## src/rtl/bram_sp_ctrl.sv

```systemverilog
// bram_sp_ctrl: valid/ready request front end for a single-port BRAM.
// Requests pass straight through to the BRAM in the cycle they are accepted.
// Each accepted access occupies one response-FIFO credit until it is popped.
// A read takes its data from the BRAM one cycle later. A write receives a
// zero-data ack in the same slot, so responses always come back in order.
// The lane width is BRAM_DATA_WIDTH / STRB_WIDTH. The data width must
// therefore be a multiple of the strobe count.

module bram_sp_ctrl #(
  parameter int BRAM_DATA_WIDTH = 80,
  parameter int BRAM_ADDR_WIDTH = 8,
  parameter int STRB_WIDTH      = 8,
  parameter int RSP_DEPTH       = 4
) (
  input  logic                       clk_i,
  input  logic                       rst_ni,

  input  logic                       req_valid_i,
  output logic                       req_ready_o,
  input  logic                       req_we_i,
  input  logic [STRB_WIDTH-1:0]      req_strb_i,
  input  logic [BRAM_ADDR_WIDTH-1:0] req_addr_i,
  input  logic [BRAM_DATA_WIDTH-1:0] req_wdata_i,

  output logic                       rsp_valid_o,
  input  logic                       rsp_ready_i,
  output logic                       rsp_we_o,
  output logic [BRAM_DATA_WIDTH-1:0] rsp_rdata_o,

  output logic                       bram_we_o,
  output logic [STRB_WIDTH-1:0]      bram_write_strobe_o,
  output logic [BRAM_ADDR_WIDTH-1:0] bram_addr_o,
  output logic [BRAM_DATA_WIDTH-1:0] bram_din_o,
  input  logic [BRAM_DATA_WIDTH-1:0] bram_dout_i
);

  localparam int PTR_W = (RSP_DEPTH > 1) ? $clog2(RSP_DEPTH) : 1;
  localparam int CNT_W = $clog2(RSP_DEPTH + 1);
  localparam logic [CNT_W:0]   DEPTH_C = (CNT_W + 1)'(RSP_DEPTH);
  localparam logic [PTR_W-1:0] LAST_C  = PTR_W'(RSP_DEPTH - 1);

  // Control state
  logic [CNT_W-1:0] count_q, count_d;
  logic [PTR_W-1:0] headPtr_q, headPtr_d;
  logic [PTR_W-1:0] tailPtr_q, tailPtr_d;
  logic             inflight_q, inflight_d;
  logic             inflightWe_q, inflightWe_d;

  // Response storage (data path only, no reset needed)
  logic [BRAM_DATA_WIDTH-1:0] rspData_q [RSP_DEPTH];
  logic [RSP_DEPTH-1:0]       rspWe_q;

  logic                       acc;
  logic                       push;
  logic                       pop;
  logic [CNT_W:0]             creditsUsed;
  logic [BRAM_DATA_WIDTH-1:0] pushData;

  // Pointers wrap explicitly, so non-power-of-two depths also work.
  function automatic logic [PTR_W-1:0] nextPtr(input logic [PTR_W-1:0] p);
    return (p == LAST_C) ? '0 : p + 1'b1;
  endfunction

  // The credit check uses registered state only. A slot is reserved for
  // every queued response and for the access still waiting on the BRAM.
  assign creditsUsed = {1'b0, count_q} + (CNT_W + 1)'(inflight_q);
  assign req_ready_o = rst_ni & (creditsUsed < DEPTH_C);
  assign acc         = req_valid_i & req_ready_o;

  assign bram_addr_o         = req_addr_i;
  assign bram_din_o          = req_wdata_i;
  assign bram_write_strobe_o = req_strb_i;
  assign bram_we_o           = acc & req_we_i;

  // The access issued last cycle produces its response this cycle.
  // Write acks carry zero data rather than whatever the BRAM drives.
  assign push     = inflight_q;
  assign pushData = inflightWe_q ? '0 : bram_dout_i;

  assign rsp_valid_o = (count_q != '0);
  assign pop         = rsp_valid_o & rsp_ready_i;
  assign rsp_rdata_o = rsp_valid_o ? rspData_q[headPtr_q] : '0;
  assign rsp_we_o    = rsp_valid_o & rspWe_q[headPtr_q];

  // Next-state logic for the in-flight flag, the FIFO pointers and the
  // occupancy. A push and a pop in the same cycle leave the count unchanged.
  always_comb begin
    inflight_d   = acc;
    inflightWe_d = acc & req_we_i;
    headPtr_d    = headPtr_q;
    tailPtr_d    = tailPtr_q;
    count_d      = count_q;

    if (push) tailPtr_d = nextPtr(tailPtr_q);
    if (pop)  headPtr_d = nextPtr(headPtr_q);

    unique case ({push, pop})
      2'b10:   count_d = count_q + 1'b1;
      2'b01:   count_d = count_q - 1'b1;
      default: count_d = count_q;
    endcase
  end

  // Control registers. Reset drops the in-flight access and all queued
  // responses at once.
  always_ff @(posedge clk_i or negedge rst_ni) begin
    if (!rst_ni) begin
      count_q      <= '0;
      headPtr_q    <= '0;
      tailPtr_q    <= '0;
      inflight_q   <= 1'b0;
      inflightWe_q <= 1'b0;
    end else begin
      count_q      <= count_d;
      headPtr_q    <= headPtr_d;
      tailPtr_q    <= tailPtr_d;
      inflight_q   <= inflight_d;
      inflightWe_q <= inflightWe_d;
    end
  end

  // Response storage is written at the tail slot. Nothing downstream
  // reads an entry until the count covers it.
  always_ff @(posedge clk_i) begin
    if (push) begin
      rspData_q[tailPtr_q] <= pushData;
      rspWe_q[tailPtr_q]   <= inflightWe_q;
    end
  end

endmodule
```

## config.mk

```make
export PLATFORM = sky130hd
export DESIGN_NAME = bram_sp_ctrl
export DESIGN_NICKNAME = d
export VERILOG_FILES = /design/src/rtl/bram_sp_ctrl.sv
export SDC_FILE = /design/constraint.sdc
export NUM_CORES = 1
export LEC_CHECK = 0
export BUFFER_PORTS_ARGS = -buffer_cell sky130_fd_sc_hd__buf_4
export CAP_MARGIN = 20
export CORE_ASPECT_RATIO = 0.6
export CORE_MARGIN = 5
export CORE_UTILIZATION = 30
export DETAILED_ROUTE_END_ITERATION = 10
export SLEW_MARGIN = 30
export SYNTH_ARGS = -nofsm -noshare
export SYNTH_HDL_FRONTEND = slang
export SYNTH_SLANG_ARGS = --single-unit
```

## constraint.sdc

```tcl
create_clock -name clk_i -period 4.17 [get_ports clk_i]
set_input_delay 0.417 -clock clk_i [delete_from_list [all_inputs] [get_ports clk_i]]
set_output_delay 0.417 -clock clk_i [all_outputs]
set_load 0.01 [all_outputs]
```

==> results by group <==
Run status
  • Outcome: completed

Routing
  • Detailed Route WL: 29800 um
  • Drt via density: between 4 and 5
  • First-pass DRT Iterations: 6
  • Avg WL per Cell: about 20 um
  • Antenna Nets Post-Route: 0
  • DR vias: ~6.6k
  • DR iter-0 viols: 358
  • Residual DRC count: 0

Logic synthesis
  • Synth cell types: 22
  • Syn Area/Cell: around 19 sq um
  • Syn Nets: roughly 930
  • Post-synthesis sequential area ratio: between 70% and 80%
  • Netlist Area Pre-Place: ~0.014 sq mm
  • Cells after Synth: approximately 740
  • #FFs+latches synth: roughly 330
  • Synth warn: 0

Critical path
  • Worst EP arrival: between 2 and 3 ns
  • WP buf/inv: 2
  • Critical Path RT: approximately 3.8 ns
  • CP peak stage delay: slightly below 0.8 ns
  • Critical path peak fanout: 33
  • WS Path Type: reg2out
  • CP max stage cell: dfrtp_4
  • Worst path cell trace: buf_12, mux4_2, and2_1, buf_4
  • CP endpoint kind: primary output
  • Startpoint Class: register
  • CP top delay family: flip-flops

Min path
  • Worst min-delay path class: in2reg

CTS
  • Root Buffer: clkbuf_16
  • Worst-Skew Late Latency: about 0.52 ns
  • PostCTS Resize Cnt: 0
  • H-tree levels: 2
  • Max clock buf depth: 3
  • Number of clock sinks: between 300 and 400
  • # hold bufs at CTS: 1
  • Post-CTS Setup Bufs: 0
  • TritonCTS clock tree: done
  • CTS Buf Count: 34
  • Clock Pin Slew Worst Setup and Hold Paths: approximately 0.060 ns

GRT
  • GRT Total Usage: 11.6%
  • First-pass GRT wire length: 45100 um
  • Vias in the first global route: between 7k and 8k
  • Antenna violations before repair: 1
  • Pin count of the biggest net entering global routing: 84
  • Total gr overflow: 0

Timing
  • # setup viols final: 0
  • Post-Route Setup TNS: 0 ns
  • Final hold violations: 0
  • Final Critical Period: 2.97 ns
  • Slew headroom: a little under two fifths
  • Tcrit/Tclk final: between 70 and 80%
  • Tightest Pin Transition: approximately 0.93 ns
  • Fmax: approximately 0.34 GHz
  • RSZ-0062 raised after global routing: false
  • Clock skew: around 0.020 ns
  • Final slew viol count: 0

Layout
  • Diode count: 0
  • Seq. cell area: roughly 0.010 sq mm
  • Most frequent cells in the layout: edfxtp_1 (324), buf_4 (177), and2_1 (83)
  • Multi-input gate area: between 0.003 and 0.004 sq mm
  • Layout cell share with drive strength beyond 1: 37.8%
  • Final core occ: a little over a third
  • Fillcell total: 4308
  • Final-stage net count: around 1.0k
  • Commonest non-fill, non-tap cell in the layout: edfxtp_1
  • Area grow syn2layout: 17.7%

Power and ir drop
  • Leakage power: 5.56 nW
  • Combinational share of power: 31.9%
  • Int Power: between 7 and 8 mW
  • PwrDens: about 640 mW/mm^2
  • Clock power share: between 20% and 30%
  • Peak VDD IR: 259 uV
  • Register share of total power: around two fifths
  • Sw Share: 28.9%
  • Net switching power: between 3 and 4 mW

Run
  • Max cap viols: 0

Die
  • Die area: roughly 0.051 sq mm
  • Starting density of the core: 30.3%
  • # rows: 61
  • IO Count: roughly 360
  • Die height: roughly 180 um
  • Core Region: about 0.046 sq mm
  • Die W: roughly 290 um

Placed design
  • Final GP Congestion: around 0.65
  • Post-detail-place hpwl: roughly 18000 um
  • Port Buf Inserts: around 170
-- cell type report --
type                    count  area share (%)
multi-input cells         270            18.8
repair buffers            187            9.37
clock buffers              46            5.57
well taps                 630            4.79
inverters                   7           0.160
flip-flops and latches    333            60.6
clock inverters            15           0.746
-- flip-flops by register name (all words and copies together) (netlist names) --
signal        flops
inflightWe_q      1
count_q           3
rspData_q       320
headPtr_q         2
rspWe_q           4
inflight_q        1
tailPtr_q         2
-- through the flow --
stage	cells	hold WS [ns]	area (sq um)	setup WS, ns	power (mW)
2_1_floorplan	741	0.121	14000	1.22	6.39
3_3_place_gp	1420	0.257	15300	1.52	7.74
3_5_place_dp	1425	0.260	15400	1.49	7.79
4_1_cts	1487	0.0749	16400	1.06	10.7
5_1_grt	1488	0.106	16400	0.975	11.1
6_report	1488	0.114	16400	1.20	10.5
-- final timing paths --
kind	from	to	slack, ns	depth (start not counted)
hold / removal	req_valid_i	inflight_q	0.11	2
setup / recovery	headPtr_q[0]	rsp_rdata_o[18]	1.20	4
hold reg to reg	count_q[2]	count_q[2]	0.53	1
max in group asynchronous	rst_ni	inflightWe_q	3.72	2
setup reg to reg	count_q[0]	count_q[2]	1.59	9
min in group asynchronous	rst_ni	headPtr_q[0]	0.27	2
-- layer usage --
layer / part of all wire (%) / GRT usage (%)
met1: 43 / 15.0
met2: 49 / 19.2
met3: 6.0 / 3.68
met4: 1.7 / 2.44
met5: 0 / 0
-- power by group through the flow --
| stage | logic (mW) | registers [mW] | clock network [mW] |
|---|---|---|---|
| after global placement | 3.37 | 4.37 | 0 |
| after floorplan | 2.27 | 4.12 | 0 |
| after global routing | 3.65 | 4.32 | 3.12 |
| final | 3.34 | 4.27 | 2.87 |
| after detailed placement | 3.43 | 4.36 | 0 |
| after CTS | 3.44 | 4.29 | 2.98 |
-- synthesized netlist by cell type (all sizes together) --
| master | n | area, sq um |
|---|---|---|
| edfxtp | 324 | 9730 |
| buf | 110 | 843 |
| and2 | 87 | 544 |
| mux4 | 81 | 1820 |
| nor2b | 80 | 500 |
| clkbuf | 21 | 78.8 |
| dfrtp | 9 | 225 |
| inv | 7 | 26.3 |
| ha | 6 | 75.1 |
| mux2 | 2 | 22.5 |
| nor2 | 2 | 7.51 |
| o21ai | 2 | 10.0 |
| or3 | 2 | 12.5 |
| xor2 | 2 | 17.5 |
| a311oi | 1 | 8.76 |
| and3 | 1 | 6.26 |
| fa | 1 | 20.0 |
| mux2i | 1 | 10.0 |
| nand2 | 1 | 3.75 |
| xnor2 | 1 | 8.76 |
-- kinds of logic (layout without fill, tap and decap cells) --
logic type | after synthesis | after routing | share of synthesized area (%)
xor gates and xnor gates | 3 | 3 | 0.188
AOI/OAI and AO/OA | 3 | 3 | 0.134
DFF | 333 | 333 | 71.2
adders and majority gates | 7 | 7 | 0.680
muxes | 84 | 84 | 13.3
and+or+nand+nor | 173 | 173 | 7.69
buffers and inverters | 138 | 255 | 6.79
No activity file was read; power rests on OpenSTA's default activity.
